$ cat config.mk
export PLATFORM = sky130hd
export DESIGN_NAME = scrambler_80211_flat
export DESIGN_NICKNAME = d
export VERILOG_FILES = /design/src/rtl/scrambler_80211_if.sv /design/src/rtl/scrambler_80211.sv /design/src/flat_wrapper.sv
export SDC_FILE = /design/constraint.sdc
export NUM_CORES = 1
export LEC_CHECK = 0
export CAP_MARGIN = 10
export CORE_AREA = 2 2 41 43
export CTS_BUF_LIST = sky130_fd_sc_hd__clkbuf_8 sky130_fd_sc_hd__clkbuf_16
export CTS_CLUSTER_SIZE = 20
export DETAILED_ROUTE_END_ITERATION = 10
export DIE_AREA = 0 0 43 45
export GPL_ROUTABILITY_DRIVEN = 0
export GPL_TIMING_DRIVEN = 0
export PLACE_DENSITY = 0.73
export SYNTH_ARGS = -nofsm -noshare
export SYNTH_HDL_FRONTEND = slang
export SYNTH_SLANG_ARGS = --single-unit
$ cat constraint.sdc
create_clock -name clock -period 1.2 [get_ports clock]
set_input_delay 0.24 -clock clock [delete_from_list [all_inputs] [get_ports clock]]
set_output_delay 0.24 -clock clock [all_outputs]
set_load 0.01 [all_outputs]
$ cat src/rtl/scrambler_80211_if.sv
// Bit-stream bundle between the PHY test harness (master) and the 802.11b
// scrambler/descrambler pair (slave). Clock and reset stay outside.
// Optional build macro: SCRAMBLER_STATE_LOAD_EN adds load / load_value.
interface scrambler_80211_if;
  logic       enable;
  logic       bit_in;
  logic       bit_out;
  logic [6:0] state_out;
  logic       scr_in;
  logic       debit_out;
  logic [6:0] destate_out;
`ifdef SCRAMBLER_STATE_LOAD_EN
  logic       load;
  logic [6:0] load_value;

  modport master (
    output enable, bit_in, scr_in, load, load_value,
    input  bit_out, state_out, debit_out, destate_out
  );

  modport slave (
    input  enable, bit_in, scr_in, load, load_value,
    output bit_out, state_out, debit_out, destate_out
  );
`else
  modport master (
    output enable, bit_in, scr_in,
    input  bit_out, state_out, debit_out, destate_out
  );

  modport slave (
    input  enable, bit_in, scr_in,
    output bit_out, state_out, debit_out, destate_out
  );
`endif
endinterface

$ cat src/rtl/scrambler_80211.sv
// 802.11b DSSS self-synchronizing scrambler + descrambler, G(z) = z^-7 + z^-4 + 1.
// Bit-serial, one bit per enabled clock on each path; both paths run
// concurrently and share only clock, reset and enable.
// Register indexing: [0] is the newest bit, [3] is 4 cycles old, [6] is 7 old.
// Optional build macro: SCRAMBLER_STATE_LOAD_EN (adds a state load that
// writes both shift registers, priority below reset and above enable).
module scrambler_80211 #(
  parameter logic [6:0] SEED   = 7'b1101100,
  parameter logic [6:0] DESEED = 7'b1101100
) (
  input  logic              clock,
  input  logic              reset,
  scrambler_80211_if.slave  bus
);

  logic [6:0] scrState_q;
  logic [6:0] scrState_d;
  logic       scrBit_q;
  logic       scrBit_d;
  logic [6:0] descState_q;
  logic [6:0] descState_d;
  logic       descBit_q;
  logic       descBit_d;
  logic       scrFeedback;
  logic       descFeedback;

  // Feedback taps: scrambler folds its own output history, descrambler folds received history
  always_comb begin
    scrFeedback  = bus.bit_in ^ scrState_q[3] ^ scrState_q[6];
    descFeedback = bus.scr_in ^ descState_q[3] ^ descState_q[6];
  end

  // Scrambler next state: shift in the scrambled bit so the sequence is self-synchronizing
  always_comb begin
    scrState_d = scrState_q;
    scrBit_d   = scrBit_q;
`ifdef SCRAMBLER_STATE_LOAD_EN
    if (bus.load) begin
      scrState_d = bus.load_value;
    end else if (bus.enable) begin
      scrState_d = {scrState_q[5:0], scrFeedback};
      scrBit_d   = scrFeedback;
    end
`else
    if (bus.enable) begin
      scrState_d = {scrState_q[5:0], scrFeedback};
      scrBit_d   = scrFeedback;
    end
`endif
  end

  // Descrambler next state: shift in the received bit (not the recovered one)
  always_comb begin
    descState_d = descState_q;
    descBit_d   = descBit_q;
`ifdef SCRAMBLER_STATE_LOAD_EN
    if (bus.load) begin
      descState_d = bus.load_value;
    end else if (bus.enable) begin
      descState_d = {descState_q[5:0], bus.scr_in};
      descBit_d   = descFeedback;
    end
`else
    if (bus.enable) begin
      descState_d = {descState_q[5:0], bus.scr_in};
      descBit_d   = descFeedback;
    end
`endif
  end

  // State registers with synchronous active-low reset taking priority over everything
  always_ff @(posedge clock) begin
    if (!reset) begin
      scrState_q  <= SEED;
      scrBit_q    <= 1'b0;
      descState_q <= DESEED;
      descBit_q   <= 1'b0;
    end else begin
      scrState_q  <= scrState_d;
      scrBit_q    <= scrBit_d;
      descState_q <= descState_d;
      descBit_q   <= descBit_d;
    end
  end

  // Outputs are straight register copies, no added latency
  always_comb begin
    bus.bit_out     = scrBit_q;
    bus.state_out   = scrState_q;
    bus.debit_out   = descBit_q;
    bus.destate_out = descState_q;
  end

endmodule

$ cat src/flat_wrapper.sv
// flat-port wrapper written by rule: the top's interface ports become plain ports
module scrambler_80211_flat 
#(
  parameter logic [6:0] SEED   = 7'b1101100,
  parameter logic [6:0] DESEED = 7'b1101100
)
  (clock, reset, bus_enable, bus_bit_in, bus_scr_in, bus_bit_out, bus_state_out, bus_debit_out, bus_destate_out);
  scrambler_80211_if bus_i ();
  input  logic clock;
  input  logic reset;
  input wire logic [$bits(bus_i.enable)-1:0] bus_enable;
  input wire logic [$bits(bus_i.bit_in)-1:0] bus_bit_in;
  input wire logic [$bits(bus_i.scr_in)-1:0] bus_scr_in;
  output wire logic [$bits(bus_i.bit_out)-1:0] bus_bit_out;
  output wire logic [$bits(bus_i.state_out)-1:0] bus_state_out;
  output wire logic [$bits(bus_i.debit_out)-1:0] bus_debit_out;
  output wire logic [$bits(bus_i.destate_out)-1:0] bus_destate_out;
  assign bus_i.enable = bus_enable;
  assign bus_i.bit_in = bus_bit_in;
  assign bus_i.scr_in = bus_scr_in;
  assign bus_bit_out = bus_i.bit_out;
  assign bus_state_out = bus_i.state_out;
  assign bus_debit_out = bus_i.debit_out;
  assign bus_destate_out = bus_i.destate_out;
  scrambler_80211 #(.SEED(SEED), .DESEED(DESEED)) u_core (.clock(clock), .reset(reset), .bus(bus_i));
endmodule
==> After elaboration in Yosys (flattened, before gate mapping) <==
Index checks and enable logic that the tools add are counted.
{ "classes": {"bitwise": 4} }
{ "op_table": {"columns": ["cell", "n"], "rows": [
  ["$xor A1 B1 Y1", 4]
]} }
{ "word_totals": {"wordCells": 8, "regBits": 16} }

==> Depth between registers and ports, before layout <==
{ "logic_depth": {"word_depth": 2, "mapped_depth": 4} }

==> Worst setup path before layout <==
Ideal clock, no wire load.
{ "synth_timing": {"path_type": "register to register", "start": "register u_core.scrState_q[3] (netlist: u_core.bus.state_out[3])", "end": "register u_core.scrState_q[0] (netlist: u_core.bus.state_out[0])", "path_buffers": 0, "stages_incl_launch_ff": 4, "arrival_ps": 805, "setup_ps": 73, "slack_ps": 322, "required_time_ps": 1127, "cell_sequence": "dfxtp_1 > xor2_1 > nand4b_1 > o211ai_2"} }
{ "synth_between": {"elab_chain_len": 2} }
{ "synth_rtl": {"columns": ["element", "line", "source"], "rows": [
  ["from (decl)", "scrambler_80211.sv:16", "logic [6:0] scrState_q;"],
  ["from (signal assigned)", "scrambler_80211.sv:79", "scrState_q <= scrState_d;"],
  ["$xor A1 B1 Y1 (2 in a row)", "scrambler_80211.sv:29", "scrFeedback = bus.bit_in ^ scrState_q[3] ^ scrState_q[6];"]
]} }
No other way between the ends.
A chain may end at the register's enable or synchronous reset.

==> Final worst setup path <==
{ "layout_timing": {"start": "register u_core.scrState_q[6] (netlist: u_core.bus.state_out[6])", "end": "output port bus_state_out[6]"} }
{ "layout_lines": {"columns": ["element", "line", "source"], "rows": [
  ["to (decl)", "flat_wrapper.sv:15", "output wire logic [$bits(bus_i.state_out)-1:0] bus_state_out;"]
]} }
No word-level cell between the ends.

==> metrics.txt <==
outcome finished clean; worst endpoint data arrival time 0.90 ns; Synth Flop Type dfxtp_1; warnings from Yosys 0; leading area contributor after synthesis dfxtp_1; # nets final 84; Setup Skew 0.000362 ns; maximum buffer depth of the clock tree 2; register bit total from synthesis 15; VDD IR-drop max 0.000802 V; Post-synth EDFFs 0; Fmax achieved a little under 900 MHz; number of global-route vias before repair 440; DRC viols 0; CP peak stage delay 0.37 ns; Die ar. around 0.0019 sq mm; global-route wire length before repair 1930 microns; area delta synth->final 35.5%; setup repair bufs after CTS 0; most common cell in the synthesized netlist dfxtp_1; Crit. End Element output pin; num ports 21; Fin. Hold Viols 0; max-cap viol count 0; ys async rst share 0; number of I/O port buffers 18; worst hold path class in -> reg; Vias/cell 4.88; Netlist cell types 12; hold slack 0.300 ns; Final Critical Period between 1 and 1.5 ns; Post-Syn Area 641 sq um; post-synthesis cell count 56; Initial Utilization 0.435; vias after detailed routing ~460; sequential share of the synthesized area 0.469; fin cells 94; CP startpoint kind register; initial antenna violation count 0; Avg WL per Cell 12.1 microns; P per Cell Area 1310 mW/mm^2; switching pwr about 280 uW; Max FO, Critical Path 4; DP Cell Count 90; WP buf/inv 1; internal power ~860 uW; part of the power in combinational logic 0.158; Worst Tran Pin Value 0.258 ns; die width between 40 and 50 microns; Routed WL 1140 microns; Post-Syn Nets 61; area fraction of the dominant cell type after synthesis 0.469; fin crit share 0.948; max_slew headroom 0.827; final-layout fill cell count around 150; H-tree depth 1; die height 45 microns; clock power share 0.348; CP Class reg -> out; number of routed nets with antenna violations 0; total gr overflow 0; CP top delay family flip-flops; Synth top cells by count dfxtp_1, mux2i_1, nand2_1, nor2b_1, buf_4; RSZ-0062 raised after global routing false; CTS tree done; hpwl dp 797 microns; Final setup viols 0; 1st-iter DRT viols 1; Worst-path clk slew 0.06 ns; Critical-path top delay cell dfxtp_1; Rows 14; Clk Latency, worst-skew pair between 0.2 and 0.25 ns; leak pwr roughly 0.00040 uW; largest net degree at the start of global routing 11; Initial DRT Pass Iterations 2; CP cell instances dlygate4sd2_1; Syn Area/Cell 11.4 sq um; ant diodes 0; Total GRT Usage 0.137; Num CTS Buffers 3; sequential power share 0.493; share of cells above drive strength 1 0.205; worst endpoint required time around 0.96 ns; Sink Count 15; clock root buffer clkbuf_8; CORE AREA 0.00147 sq mm; Sw Ratio 0.244; Slew Viols, Final 0; Synth area leaders dfxtp_1, mux2i_1, nor2b_1
[worst paths after layout]
path | from | endpoint | slack (ns) | cells past startpoint
hold reg to reg | u_core.bus.destate_out[5] | u_core.bus.destate_out[6] | 0.49 | 2
setup reg to reg | u_core.bus.destate_out[6] | u_core.bus.debit_out | 0.29 | 3
setup / recovery | u_core.bus.state_out[6] | bus_state_out[6] | 0.06 | 1
hold / removal | reset | u_core.bus.destate_out[4] | 0.30 | 2
[layer usage]
layer	vias up	part of all wire	GRT usage
li1	234	-	-
met1	214	0.48	0.189
met2	9	0.45	0.194
met3	2	0.047	0.0280
met4	0	0.018	0.0909
met5	-	0	0
[per-stage QoR]
step	setup WS (ns)	util	power, uW	setup TNS (ns)	area (sq um)
4_1_cts	0.0176	0.588	1150	0	866
3_5_place_dp	-0.0803	0.571	778	-0.154	841
2_1_floorplan	0.322	-	682	0	641
3_3_place_gp	-0.0719	0.571	776	-0.125	841
5_1_grt	0.0120	0.590	1180	0	868
6_report	0.0626	0.590	1140	0	868
[cell type report]
class	instances	area [sq um]	area share
multi-input combinational	36	287	0.330
clock inverter	1	3.75	0.00432
clock buffer	3	41.3	0.0476
tap	16	20.0	0.0231
timing repair buffer	18	159	0.183
buffer	5	53.8	0.0620
sequential	15	304	0.350
[sequential cells by signal, summed over array words and instances (netlist names)]
register and count:
u_core.bus.destate_out 7, u_core.bus.state_out 7, u_core.bus.debit_out 1
[power groups by stage]
stage	registers, uW	logic [uW]	clock network [uW]
global placement	571	205	0
CTS	561	183	401
global route	567	197	419
floorplan	585	97.2	0
finish	561	180	396
detailed placement	572	206	0
[timing repair]
action / CTS / global route
hold buffers: 0 / 0
resized for setup: 17 / 2
endpoints found under the setup margin: 16 / 2
[cells by family after synthesis]
group,Yosys count,synth area share
compound gates,2,0.0391
flops,15,0.469
simple gates,19,0.178
mux,13,0.203
xor+xnor,2,0.0273
buf+inv,5,0.0840
[cells in the final DEF (no fill, tap or decap)]
cell type	count
buf_6	1
buf_12	1
xor2_1	2
o211ai_2	2
inv_1	1
clkbuf_8	3
nor2b_1	5
dfxtp_2	3
nand2_1	8
mux2i_1	13
nand3_2	2
nand3b_1	2
buf_4	4
dlygate4sd2_1	15
clkdlybuf4s50_1	2
nand4b_1	2
dfxtp_1	12
No activity file was read; power rests on OpenSTA's default activity.
